$ cat src/rtl/xgmii_enc_tx.sv
// 64b/66b transmit encoder: classifies each XGMII vector, runs the clause 49/82
// transmit state machine and emits one registered 66-bit block per accepted vector.
module xgmii_enc_tx #(
  parameter int IS_40G       = 1,
  parameter int HEAD_W       = 2,
  parameter int DATA_W       = 64,
  parameter int XGMII_CTRL_W = 8
) (
  input  logic                    clk,
  input  logic                    nreset,
  input  logic                    valid_i,
  input  logic [DATA_W-1:0]       xgmii_txd_i,
  input  logic [XGMII_CTRL_W-1:0] xgmii_txc_i,
  output logic                    valid_o,
  output logic [HEAD_W-1:0]       head_o,
  output logic [DATA_W-1:0]       data_o
);

  localparam int LANES = XGMII_CTRL_W;
  localparam int K_W   = $clog2(XGMII_CTRL_W);
  localparam logic [HEAD_W-1:0] HDR_DATA = HEAD_W'(2'b01);
  localparam logic [HEAD_W-1:0] HDR_CTRL = HEAD_W'(2'b10);
  localparam logic [DATA_W-1:0] ERR_BLK  = {{LANES{7'h1e}}, 8'h1e};
  // Terminate block types, indexed by the lane holding /T/.
  localparam logic [63:0] T_TYPES = {8'hff, 8'he1, 8'hd2, 8'hcc, 8'hb4, 8'haa, 8'h99, 8'h87};

  typedef enum logic [2:0] {TX_INIT, TX_C, TX_D, TX_T, TX_E} state_e;
  typedef enum logic [2:0] {CL_C, CL_S, CL_T, CL_D, CL_E} cls_e;

  state_e state_q, state_d;
  cls_e   cls;

  logic              valid_q;
  logic [HEAD_W-1:0] head_q, head_d;
  logic [DATA_W-1:0] data_q, data_d;

  logic [LANES-1:0]   lane_idle, lane_err, t_hit;
  logic [7*LANES-1:0] c_codes;
  logic               is_c, is_s0, is_s4, is_t, is_d;
  logic [K_W-1:0]     t_k;
  logic [DATA_W-1:0]  t_blk;

  genvar gi;
  generate
    for (gi = 0; gi < LANES; gi++) begin : g_lane
      // A /T/ in lane gi needs data below it and idles above it.
      localparam logic [LANES-1:0] LOW_M  = LANES'((1 << gi) - 1);
      localparam logic [LANES-1:0] HIGH_M = ~(LOW_M | LANES'(1 << gi));
      logic [7:0] lane;
      assign lane           = xgmii_txd_i[8*gi +: 8];
      assign lane_idle[gi]  = xgmii_txc_i[gi] && (lane == 8'h07);
      assign lane_err[gi]   = xgmii_txc_i[gi] && (lane == 8'hfe);
      assign c_codes[7*gi +: 7] = lane_err[gi] ? 7'h1e : 7'h00;
      assign t_hit[gi] = xgmii_txc_i[gi] && (lane == 8'hfd)
                         && ((xgmii_txc_i & LOW_M) == '0)
                         && ((lane_idle & HIGH_M) == HIGH_M);
    end
  endgenerate

  assign is_c  = &(lane_idle | lane_err);
  assign is_s0 = (xgmii_txc_i == 8'h01) && (xgmii_txd_i[7:0] == 8'hfb);
  assign is_s4 = (IS_40G == 0) && (xgmii_txc_i == 8'h1f)
                 && (xgmii_txd_i[39:32] == 8'hfb) && (&lane_idle[3:0]);
  assign is_t  = |t_hit;
  assign is_d  = (xgmii_txc_i == '0);

  always_comb begin
    t_k = '0;
    for (int k = 0; k < LANES; k++)
      if (t_hit[k]) t_k = K_W'(k);
  end

  always_comb begin
    if (is_c)               cls = CL_C;
    else if (is_s0 || is_s4) cls = CL_S;
    else if (is_t)          cls = CL_T;
    else if (is_d)          cls = CL_D;
    else                    cls = CL_E;
  end

  always_comb begin
    t_blk = '0;
    t_blk[7:0] = T_TYPES[8*t_k +: 8];
    for (int j = 0; j < LANES - 1; j++)
      if (j < int'(t_k)) t_blk[8 + 8*j +: 8] = xgmii_txd_i[8*j +: 8];
  end

  always_ff @(posedge clk or negedge nreset) begin
    if (!nreset) state_q <= TX_INIT;
    else         state_q <= state_d;
  end

  always_comb begin
    state_d = state_q;
    if (valid_i) begin
      case (state_q)
        TX_D: state_d = (cls == CL_D) ? TX_D : (cls == CL_T) ? TX_T : TX_E;
        TX_E: begin
          case (cls)
            CL_C:    state_d = TX_C;
            CL_D:    state_d = TX_D;
            CL_T:    state_d = TX_T;
            default: state_d = TX_E;
          endcase
        end
        default: state_d = (cls == CL_C) ? TX_C : (cls == CL_S) ? TX_D : TX_E;
      endcase
    end
  end

  always_comb begin
    head_d = HDR_CTRL;
    data_d = ERR_BLK;
    if (state_d != TX_E) begin
      case (cls)
        CL_D: begin
          head_d = HDR_DATA;
          data_d = xgmii_txd_i;
        end
        CL_C:    data_d = {c_codes, 8'h1e};
        CL_S:    data_d = is_s0 ? {xgmii_txd_i[63:8], 8'h78}
                                : {xgmii_txd_i[63:40], 32'h0, 8'h33};
        CL_T:    data_d = t_blk;
        default: data_d = ERR_BLK;
      endcase
    end
  end

  // A stalled cycle freezes the block but never re-announces it.
  always_ff @(posedge clk or negedge nreset) begin
    if (!nreset) begin
      valid_q <= 1'b0;
      head_q  <= HDR_CTRL;
      data_q  <= ERR_BLK;
    end else begin
      valid_q <= valid_i;
      if (valid_i) begin
        head_q <= head_d;
        data_q <= data_d;
      end
    end
  end

  assign valid_o = valid_q;
  assign head_o  = head_q;
  assign data_o  = data_q;

endmodule

$ cat config.mk
export PLATFORM = sky130hd
export DESIGN_NAME = xgmii_enc_tx
export DESIGN_NICKNAME = d
export VERILOG_FILES = /design/src/rtl/xgmii_enc_tx.sv
export SDC_FILE = /design/constraint.sdc
export NUM_CORES = 1
export LEC_CHECK = 0
export ABC_AREA = 1
export BUFFER_PORTS_ARGS = -buffer_cell sky130_fd_sc_hd__buf_2
export CAP_MARGIN = 20
export CORE_ASPECT_RATIO = 1.1
export CORE_MARGIN = 2
export CORE_UTILIZATION = 36
export CTS_CLUSTER_DIAMETER = 60
export DETAILED_ROUTE_END_ITERATION = 8
export GPL_TIMING_DRIVEN = 0
export PLACE_DENSITY = 0.58
export SYNTH_ARGS = -nofsm -noshare
export SYNTH_HDL_FRONTEND = slang
export SYNTH_SLANG_ARGS = --single-unit
$ cat constraint.sdc
create_clock -name clk -period 4.08 [get_ports clk]
set_input_delay 0.612 -clock clk [delete_from_list [all_inputs] [get_ports clk]]
set_output_delay 0.612 -clock clk [all_outputs]
set_load 0.05 [all_outputs]
After elaboration in Yosys (flattened, before gate mapping). Index checks and enable logic that the tools add are counted.

Mux-type cells: 38. Shift-type cells: 1. $add $sub $neg: 0. Div/mod/pow operators: 0. Order comparisons: 7. Multipliers: 0. Equality and inequality tests: 38. Bitwise logic cells: 1. Reduce and logical (&&, ||, !) cells: 50.

Operators by type and width (number): case mux 64 bit (4 select lines) (1); equality test 8 bit, second input constant (17); equality test 8 x 3 -> 1 bit, second input constant (8); logical NOT 8 bit (8); two-way mux 64 bit (1); variable part select 64 x 7 -> 8 bit, first input constant (1); two-way mux 8 bit (7); two-way mux 40 bit (1); two-way mux 5 bit (8); logical AND 1 bit (39); two-way mux 3 bit (13); equality test 3 x 2 -> 1 bit, second input constant (3); less-than comparator 3 bit, first input constant (3); case mux 3 bit (3 select lines) (1); equality test 8 x 1 -> 1 bit, second input constant (1); two-way mux 2 bit (4); bitwise OR 8 bit (1); AND reduction 8 bit (1); OR reduction 8 bit (1); equality test 7 bit, second input constant (1); equality test 3 bit, second input constant (2); equality test 6 bit, second input constant (1); less-than comparator 1 x 3 -> 1 bit, first input constant (2); less-than comparator 2 x 3 -> 1 bit, first input constant (2); 8 further kinds (8).

Output and inout port bits: 67. Bits in read-only memories: 0. Logic and storage cells: 139. Latch bits: 0. Register bits: 70. Memories kept: 0. RAM bits: 0.

Longest topological paths before layout. Gate-level depths: netlist of the first run.

Word-level depth: 15. Mapped depth: 18. Gate-level depth less buffers: 18.

Least setup slack after synthesis of the first run. No wires, ideal clock.

Kind: input port to flip-flop. Start point: input port xgmii_txc_i[4]. End point: register data_q[56], in the netlist data_o[56]. Stages on the path: 16. Required time: 3.958 ns. Setup slack: 1.511 ns. Path buffers: 1. Arrival: 2.446 ns. Cell sequence: buf_4 nand2_2 nor2_2 nand3_2 inv_1 nand2_1 nor2_2 nor3_1 inv_1 ha_1 nand2_2 inv_1 nand2_2 nor2_1 a21oi_1 o21ai_1.

Longest elaborated chain between the ends: 14. Elaborated cells between the ends (all ways): 54.

RTL lines: start, declared (RTL line 13) `input logic [XGMII_CTRL_W-1:0] xgmii_txc_i,`; logical AND 1 bit (tied with other cells) (RTL line 51) `assign lane_idle[gi] = xgmii_txc_i[gi] && (lane == 8'h07);`; equality test 6 bit (tied with other cells) (RTL line 56) `&& ((lane_idle & HIGH_M) == HIGH_M);`; logical AND 1 bit (RTL line 56); two-way mux 1 bit or OR reduction 8 bit (tied branches) (RTL line 70, 64); two-way mux 2 bit or two-way mux 3 bit (tied branches) (RTL line 70, 76); two-way mux 2 bit or two-way mux 3 bit (tied branches) (RTL line 70, 75); two-way mux 3 bit, on equally long branches (RTL line 70, 74); two-way mux 3 bit (tied with other cells) (RTL line 70) `if (t_hit[k]) t_k = K_W'(k);`; two-way mux 3 bit, on equally long branches (2 in a row) (RTL line 70, 106, 97); less-than comparator 3 bit or case mux 3 bit (2 select lines) (tied branches) (RTL line 85, 96); two-way mux 8 bit or two-way mux 3 bit (tied branches) (RTL line 85, 95); case mux 64 bit (4 select lines) or != test 3 bit (tied branches) (RTL line 115, 114); two-way mux 64 bit * (RTL line 114) `if (state_d != TX_E) begin`; end signal, assigned (RTL line 139) `data_q <= data_d;`; end, declared (RTL line 35) `logic [DATA_W-1:0] data_q, data_d;`.

Every way passes the cells marked *; elsewhere a longest branch is shown, timed or not. A chain may end at the register's enable or synchronous reset.

Final worst setup path of the first run.
Start point: input port xgmii_txc_i[7]. End point: register data_q[62], in the netlist data_o[62].

Longest elaborated chain between the ends: 14. Elaborated cells between the ends (all ways): 50.

RTL lines (RTL line): logical AND 1 bit (51); equality test 6 bit (tied with other cells) (56); logical AND 1 bit (56); two-way mux 1 bit or OR reduction 8 bit (tied branches) (70, 64); two-way mux 2 bit or two-way mux 3 bit (tied branches) (70, 76); two-way mux 2 bit or two-way mux 3 bit (tied branches) (70, 75); two-way mux 3 bit, on equally long branches (70, 74); two-way mux 3 bit (tied with other cells) (70); two-way mux 3 bit, on equally long branches (2 in a row) (70, 106, 97); less-than comparator 3 bit or case mux 3 bit (2 select lines) (tied branches) (85, 96); two-way mux 8 bit or two-way mux 3 bit (tied branches) (85, 95); case mux 64 bit (4 select lines) or != test 3 bit (tied branches) (115, 114); two-way mux 64 bit * (114).

Marked as above.

==> impl_metrics.toml, run 1 <==
[run_status]
outcome = "completed"

[detailed_routing]
drc = 0
wl_um = 21300
dr.pass1.iters = 7
wl_per_cell_um = 18.0
num_vias = 6245
viasPerCell = 5.28
ant_nets = 0
drt_iter0_drc = 567

[sta]
finalMaxSlewViolations = 0
fin_skew_ns = 0.00982
layout_setup_ws_ns = 1.18
setup-tns-final_ns = 0
maxSlewHeadroom_pct = 57.0
period_minus_slack_ns = 2.90
fmax_mhz = 345
fin_crit_sh_pct = 71.1
hold_viol = 0
rsz0062_at_grt = "no"
setup_viol_count_final = 0
tightestPinTransition_ns = 0.640

[synthesis]
syn-num-nets = 914
synth_top_family_by_area = "simple AND/OR/NAND/NOR gates"
synth.area.top_cells = "dfstp_2 18%, dfrtp_1 15%, nand2_1 12%"
yosysSeqAreaShare_pct = 32.4
netlist_area_mm2 = 0.00555
synthCells = 832
synthFlopType = "dfstp_2"
ys_ff_latch = 70
netlist.area_leader.share_pct = 17.5
async_reset_ff_share_pct = 100
yosysTopAreaCell = "dfstp_2"
synthAdderAreaFrac_pct = 1.58
syn_area_per_cell_um2 = 6.67
synth_cell_types = 46
synthXorXnorAreaFrac_pct = 0
synth-compound-area-share_pct = 11.8
synth_edf_count = 0
synthSimpleGateAreaFrac_pct = 44.7
ys_warn_count = 0
synth_mux_area_share_pct = 0

[final_layout]
area_delta_synth_final_pct = 22.4
diodes = 0
stdcell_area_mm2 = 0.00679
drive_gt1_share_pct = 27.2
final_util_pct = 45.1
layout.nets = 1064

[worst_setup_path]
critPathSlowestCell = "nor3_1"
crit_family = "simple AND/OR/NAND/NOR gates"
required_ns = 4.31
end_kind = "register"
max_stage_delay_ns = 0.55
crit_fanout = 8
critPathKind = "input pin to register"
start_kind = "input pin"
cp_common_cell = "nand2_2"
critPathBufInv = 4
path_cells = "buf_2 -> nand2_2 -> inv_1 -> nand3_2 -> nand3b_1 -> nand2_2 -> nor3_1 -> inv_1 -> ha_1 -> nand2_2 -> inv_1 -> nand2_2 -> nor2_1 -> a21oi_1 -> o21ai_1"
cp.arrival_ns = 3.13

[die]
start_util_pct = 36.9
rows = 47
die_y_um = 134
pin_count = 142
core_mm2 = 0.0151
die_area_mm2 = 0.0164
die_x_um = 122

[pwr]
peakVddDrop_v = 0.000156
power.internal_mw = 1.21
p_leak_nw = 3.28
finalPower_mw = 1.72
clkPwrFrac_pct = 42.6
p_per_area_mw_per_mm2 = 254
sw_frac_of_total_pct = 29.9
p_comb_share_pct = 16.2
power.switching_mw = 0.516
seq_power_share_pct = 41.1

[cts]
postCtsHoldBufs = 0
numCtsBuffers = 9
cts_tree = "done"
cts-resized-gates = 0
clk-insertion-delay-late_ns = 0.35
cts-htree-levels = 3
path_clk_slew_ns = 0.06
cts_setup_buffers = 0
cts.path.max_buffers = 2
clock-root-buffer = "clkbuf_16"
numClockSinks = 70

[global_routing]
track_usage_pct = 26.4
grt_max_degree = 71
grt_first_pass_wirelength_um = 32600
first_global_vias = 6121
antenna_found_initial = 0
grt-ovfl-total = 0

[flow_run]
max_cap_viol_count = 0

[place]
dp_slack_ns = 0.840
numPortBuffers = 138
place.gp.congestion = 0.934
dp_hpwl_um = 17200
placed_cell_area_mm2 = 0.00651

[hold_path]
hold_class = "input pin to async pin"
==> Yosys cell counts, drive strengths merged, types with 8 or more instances <==
| cell type | instances |
|---|---|
| nor3 | 34 |
| inv | 92 |
| o22ai | 9 |
| dfrtp | 33 |
| nor2 | 185 |
| nand2 | 198 |
| o21ai | 31 |
| nand3b | 8 |
| buf | 15 |
| a22o | 14 |
| nand3 | 79 |
| a21oi | 35 |
| clkbuf | 10 |
| dfstp | 37 |
| nand4 | 19 |
==> power by group through the flow <==
stage | logic [mW] | clock network, mW | registers [mW]
detailed placement | 0.277 | 0 | 0.720
CTS | 0.278 | 0.754 | 0.709
finish | 0.280 | 0.735 | 0.709
global placement | 0.273 | 0 | 0.719
floorplan | 0.126 | 0 | 0.734
global route | 0.303 | 0.785 | 0.709
==> per-stage QoR <==
step,hold slack [ns],instances
CTS,0.279,1183
floorplan,0.316,832
finish,0.259,1183
global route,0.297,1183
detailed placement,0.458,1167
global placement,0.457,1166
==> state kept, by name, indices dropped and copies added (netlist names) <==
name,cells
valid_o,1
state_q,3
head_o,2
data_o,64
==> per-layer routing <==
metal,GRT usage [%],vias up,routed length [um],share of wire (%)
met3,5.40,52,1700,8.0
met1,33.6,2866,8840,42
met4,12.8,0,845,4.0
met2,42.3,296,9890,46
met5,0,-,0,0
li1,-,3031,-,-
==> layout make-up <==
class | instances | area [um^2]
Clock buffer | 10 | 239
Fill cell | 1659 | 8260
Sequential cell | 70 | 1800
Tap cell | 196 | 245
Buffer | 25 | 173
Timing Repair Buffer | 139 | 721
Clock inverter | 6 | 37.5
Inverter | 94 | 360
Multi-Input combinational cell | 643 | 3220
==> path summary, 6_finish.rpt <==
kind                                 from          to  slack, ns  cells past startpoint
setup reg to reg               state_q[1]  data_o[41]       2.09                     10
hold / removal                     nreset  data_o[29]       0.26                      2
max in group asynchronous          nreset   data_o[2]       3.47                      2
hold reg to reg                data_o[52]  data_o[52]       0.47                      2
min in group clk                  valid_i     valid_o       0.39                      1
setup / recovery           xgmii_txc_i[7]  data_o[62]       1.18                     15
==> cell families (layout without fill, tap and decap cells) <==
kind of cell / Yosys count / in the layout
compound gates: 103 / 103
fa+ha+maj: 7 / 7
buf+inv: 119 / 274
flops: 70 / 70
simple gates: 533 / 533
==> cells in the final DEF, fill, tap and decap left out, types with 7 or more instances in the layout <==
master     netlist  routed
nand3b_1         8       8
o21ai_0         18      18
dfstp_2         37      37
nor2_2          12      12
nand2_2          9       9
clkbuf_1        10      10
dfrtp_1         33      33
inv_2           12      12
o21ai_1         13      13
clkbuf_16        0       9
inv_1           79      79
o22ai_1          9       9
ha_1             7       7
buf_2            3     140
nand4_1         19      19
a21oi_1         33      33
a22o_1          14      14
nand3_1         70      70
nor2_1         169     169
nand2_1        183     183
nor3_1          32      32
Power figures use the tool's default switching activity.
==> run 2, diff against run 1 <==
- clock period: 4.08 -> 2.7 ns (I/O delays scaled with it)
==> run 2 against run 1 <==
Compared with the run above:
- non-clock buffer count stayed put
- sequential cell count stayed put
- critical endpoint is now data_o[60]
- largest cell class unchanged
- combinational power grew 51%
- power is 51% higher
- core utilization is essentially flat
- setup slack lost 0.96 ns
- wire length is 0.31% lower
- critical path depth stayed put
- design area barely moved
- sequential share of layout area about the same
- clock power up 51%
- clock skew about the same
==> impl_metrics.toml, run 2 (synthesized netlist as in run 1, its figures left out) <==
[worst_setup_path]
worstSetupPathDepth = 15
crit_fanout = 8
reg2reg_to = "data_o[41]"
required_ns = 2.98
r2r-start = "state_q[1]"
cp.arrival_ns = 2.76
critPathSlowestCell = "ha_1"
reg2reg_setup_slack_ns = 0.71
path_cells = "buf_2 -> nor2_2 -> nand3_1 -> nor2_1 -> inv_1 -> nor2_1 -> nor3_2 -> inv_1 -> ha_1 -> nand2_2 -> inv_1 -> nand2_2 -> nor2_1 -> nor2_1 -> a21oi_1"
cp_common_cell = "nor2_1"
max_stage_delay_ns = 0.28
reg2reg_depth = 10
end_kind = "register"
crit_family = "simple AND/OR/NAND/NOR gates"
critPathBufInv = 4
startpoint = "xgmii_txc_i[1]"
endpoint = "data_o[60]"
critPathKind = "input pin to register"
start_kind = "input pin"

[hold_path]
hold_class = "input pin to async pin"

[final_layout]
area_delta_synth_final_pct = 22.5
drive_gt1_share_pct = 27.3
layout.nets = 1064
regArea_mm2 = 0.00180
diodes = 0
largest_register_ffs = 64
stdcell_area_mm2 = 0.00680
multi_input_area_mm2 = 0.00322
final_util_pct = 45.1
final_common_cell = "nand2_1"
final_cell_mix = "183 x nand2_1, 169 x nor2_1, 140 x buf_2, 79 x inv_1, 70 x nand3_1"
fill_cells = 1658

[detailed_routing]
viasPerCell = 5.21
ant_nets = 0
wl_met3_um = 1660
met1_length_um = 8860
highest_layer = "met4"
drt_iter0_drc = 519
wl_per_cell_um = 17.9
num_vias = 6163
wl_met2_um = 9870
dr.pass1.iters = 6
wl_um = 21200
drc = 0

[cts]
clock-root-buffer = "clkbuf_16"
cts_setup_buffers = 0
numCtsBuffers = 9
cts.path.max_buffers = 2
postCtsHoldBufs = 0
path_clk_slew_ns = 0.06
numClockSinks = 70
cts_tree = "done"
clk-insertion-delay-late_ns = 0.35
cts-resized-gates = 0
cts-htree-levels = 3

[pwr]
peakVddDrop_v = 0.000235
p_per_area_mw_per_mm2 = 383
finalPower_mw = 2.61
p_leak_nw = 3.28

[global_routing]
first_global_vias = 6121
antenna_found_initial = 0
grt_max_degree = 71
grt_first_pass_wirelength_um = 32600
grt-ovfl-total = 0
track_usage_pct = 26.4

[die]
die_y_um = 134
pin_count = 142
core_mm2 = 0.0151
die_area_mm2 = 0.0164
die_x_um = 122
start_util_pct = 36.9
rows = 47

[place]
dp_hpwl_um = 17200
numPortBuffers = 138
placed_cell_area_mm2 = 0.00651
place.gp.congestion = 0.934

[sta]
fin_crit_sh_pct = 91.9
fin_skew_ns = 0.0101
finalMaxSlewViolations = 0
hold_viol = 0
fmax_mhz = 403
setup-tns-final_ns = 0
maxSlewHeadroom_pct = 55.3
period_minus_slack_ns = 2.48
tightestPinTransition_ns = 0.670
setup_viol_count_final = 0
holdWs_ns = 0.0528
rsz0062_at_grt = "no"

[flow_run]
max_cap_viol_count = 0

[run_status]
outcome = "completed"
## run 2: cell type report
cell class | instances | area share [%]
Multi-Input combinational cell | 643 | 47.4
Tap cell | 196 | 3.61
Clock inverter | 6 | 0.552
Inverter | 94 | 5.30
Clock buffer | 10 | 3.52
Timing Repair Buffer | 139 | 10.6
Sequential cell | 70 | 26.5
Buffer | 25 | 2.54
## run 2: through the flow
step	setup slack, ns	std cells
after floorplan	0.338	832
after global placement	-0.380	1166
after detailed placement	-0.333	1167
after CTS	0.0273	1183
after global routing	0.0196	1183
final	0.219	1183
## run 2: power breakdown
group	internal (mW)	leakage [nW]	switching [mW]
logic	0.118	2.31	0.304
clock network	0.641	0.132	0.471
registers	1.07	0.843	0.00598
total	1.82	3.28	0.781
## run 2: worst min path at each step
stage | startpoint | endpoint
floorplan | nreset | data_o[0]
global placement | head_o[1] | head_o[1]
detailed placement | nreset | data_o[29]
CTS | nreset | data_o[29]
global route | nreset | data_o[29]
finish | nreset | data_o[29]
## run 2: worst reg2reg max path, cell delays in order (launching register included)
cell	delay (ns)
dfrtp_1	0.36
inv_1	0.10
nand2_1	0.05
o21ai_0	0.48
o21ai_1	0.26
nand2_4	0.15
nand2_8	0.10
inv_8	0.12
buf_6	0.17
nand2_1	0.08
nand2_1	0.06
## run 2: per-layer routing
| layer | vias up | track usage, % |
|---|---|---|
| li1 | 3029 | - |
| met1 | 2821 | 33.6 |
| met2 | 267 | 42.3 |
| met3 | 46 | 5.40 |
| met4 | 0 | 12.8 |
| met5 | - | 0 |
==> run 3, diff against run 2 <==
- PLACE_DENSITY: 0.58 -> 0.7
==> run 3 against run 2 <==
Compared with the run above:
- clock skew fell by 0.0051 ns
- worst hold slack improved by 0.13 ns
- die area unchanged
- clock power about the same
- critical path depth unchanged
- register-to-register slack is essentially flat
- sequential share of layout area is 0.12 points higher
- sequential cell count stayed put
- highest routed layer unchanged
==> impl_metrics.toml, run 3 (synthesized netlist as in run 1, its figures left out) <==
[worst_setup_path]
reg2reg_setup_slack_ns = 0.72
critPathKind = "input pin to register"
end_kind = "register"
crit_family = "simple AND/OR/NAND/NOR gates"
critPathSlowestCell = "nor3_2"
cp.arrival_ns = 2.72
path_cells = "buf_2 -> nand2_2 -> inv_1 -> nand3_2 -> nand3b_1 -> nand2_2 -> nor3_2 -> inv_1 -> ha_1 -> nand2_2 -> inv_1 -> nand2_2 -> nor2_1 -> a21oi_1 -> o21ai_1"
critPathBufInv = 4
cp_common_cell = "nand2_2"
start_kind = "input pin"
crit_fanout = 8
reg2reg_depth = 10
required_ns = 2.94
max_stage_delay_ns = 0.41
worstSetupPathDepth = 15

[global_routing]
grt_use_met1_pct = 32.4
grt_first_pass_wirelength_um = 31800
grtUsageMet2_pct = 41.7
antenna_found_initial = 0
grtUsageMet3_pct = 5.02
first_global_vias = 5932
grt_max_degree = 71
top_usage_layer = "met2"
track_usage_pct = 25.6
grt-ovfl-total = 0

[pwr]
seq_power_share_pct = 41.7
peakVddDrop_v = 0.000282
power.internal_mw = 1.80
power.switching_mw = 0.766
finalPower_mw = 2.57
clkPwrFrac_pct = 42.2
p_comb_share_pct = 16.1
p_per_area_mw_per_mm2 = 379
p_leak_nw = 3.26
sw_frac_of_total_pct = 29.9

[sta]
hold_viol = 0
fmax_mhz = 404
rsz0062_at_grt = "no"
fin_crit_sh_pct = 91.7
maxSlewHeadroom_pct = 41.6
fin_skew_ns = 0.00506
tightestPinTransition_ns = 0.876
setup_viol_count_final = 0
period_minus_slack_ns = 2.48
finalMaxSlewViolations = 0

[final_layout]
final_cell_mix = "183 x nand2_1, 167 x nor2_1, 140 x buf_2, 79 x inv_1, 70 x nand3_1"
layout.nets = 1063
diodes = 0
stdcell_area_mm2 = 0.00677
final_common_cell = "nand2_1"
largest_register_ffs = 64
drive_gt1_share_pct = 27.3
area_delta_synth_final_pct = 21.9

[die]
die_y_um = 134
die_x_um = 122
start_util_pct = 36.9
rows = 47
die_area_mm2 = 0.0164
core_mm2 = 0.0151
pin_count = 142

[place]
numPortBuffers = 138
placed_cell_area_mm2 = 0.00649
place.gp.congestion = 0.964
dp_hpwl_um = 16900

[cts]
numClockSinks = 70
clock-root-buffer = "clkbuf_16"
cts.path.max_buffers = 2
cts_setup_buffers = 0
cts_tree = "done"
path_clk_slew_ns = 0.06
clk-insertion-delay-late_ns = 0.35
cts-htree-levels = 3
numCtsBuffers = 9

[hold_path]
hold_class = "input pin to async pin"

[detailed_routing]
dr.pass1.iters = 5
drc = 0
wl_um = 20700
drt_iter0_drc = 555
num_vias = 6210
viasPerCell = 5.25
ant_nets = 0
wl_per_cell_um = 17.5

[flow_run]
max_cap_viol_count = 0

[run_status]
outcome = "completed"
==> run 3: worst reg2reg max path: stages (launching register included) <==
cell     delay (ns)
dfrtp_1        0.36
inv_1          0.09
nand2_1        0.05
o21ai_0        0.51
nand2_1        0.12
inv_1          0.11
nand2_4        0.08
nand2_8        0.13
inv_8          0.08
buf_6          0.15
a22o_1         0.20
==> run 3: metrics by stage <==
step | worst slack [ns] | hold WS, ns | setup TNS (ns) | utilization, % | instances
2_1_floorplan | 0.338 | 0.109 | 0 | - | 832
3_3_place_gp | -0.352 | 0.456 | -5.09 | 43.1 | 1166
3_5_place_dp | -0.356 | 0.455 | -4.93 | 43.1 | 1166
4_1_cts | 0.246 | 0.189 | 0 | 44.9 | 1182
5_1_grt | 0.0285 | 0.196 | 0 | 44.9 | 1182
6_report | 0.224 | 0.181 | 0 | 44.9 | 1182
==> run 3: final cells by class <==
type	count	area, um^2
Timing Repair Buffer	138	693
Sequential cell	70	1800
Clock inverter	5	36.3
Tap cell	196	245
Fill cell	1689	8290
Buffer	25	173
Clock buffer	11	233
Multi-Input combinational cell	643	3230
Inverter	94	360
==> run 3: power by group through the flow <==
stage,sequential (mW),clock (mW),combinational [mW]
after floorplan,1.11,0,0.190
after global placement,1.09,0,0.407
after detailed placement,1.09,0,0.407
after CTS,1.07,1.10,0.409
after global routing,1.07,1.14,0.449
final,1.07,1.08,0.412
==> run 3: layer usage <==
metal,vias to the layer above,part of all wire [%]
met5,-,0
met3,47,7.6
met4,0,4.1
met1,2858,42
li1,3034,-
met2,271,47
==> run 3: what timing repair did <==
item	in CTS	in global routing
endpoints found under the setup margin	3	1
resized for setup	1	2
hold buffers	0	0
pin swaps	0	0
==> run 3: final timing paths <==
check,from,endpoint
max in group asynchronous,nreset,valid_o
hold / removal,nreset,data_o[27]
setup reg to reg,state_q[1],data_o[55]
min in group clk,valid_i,valid_o
hold reg to reg,data_o[52],data_o[52]
setup / recovery,xgmii_txc_i[7],data_o[57]
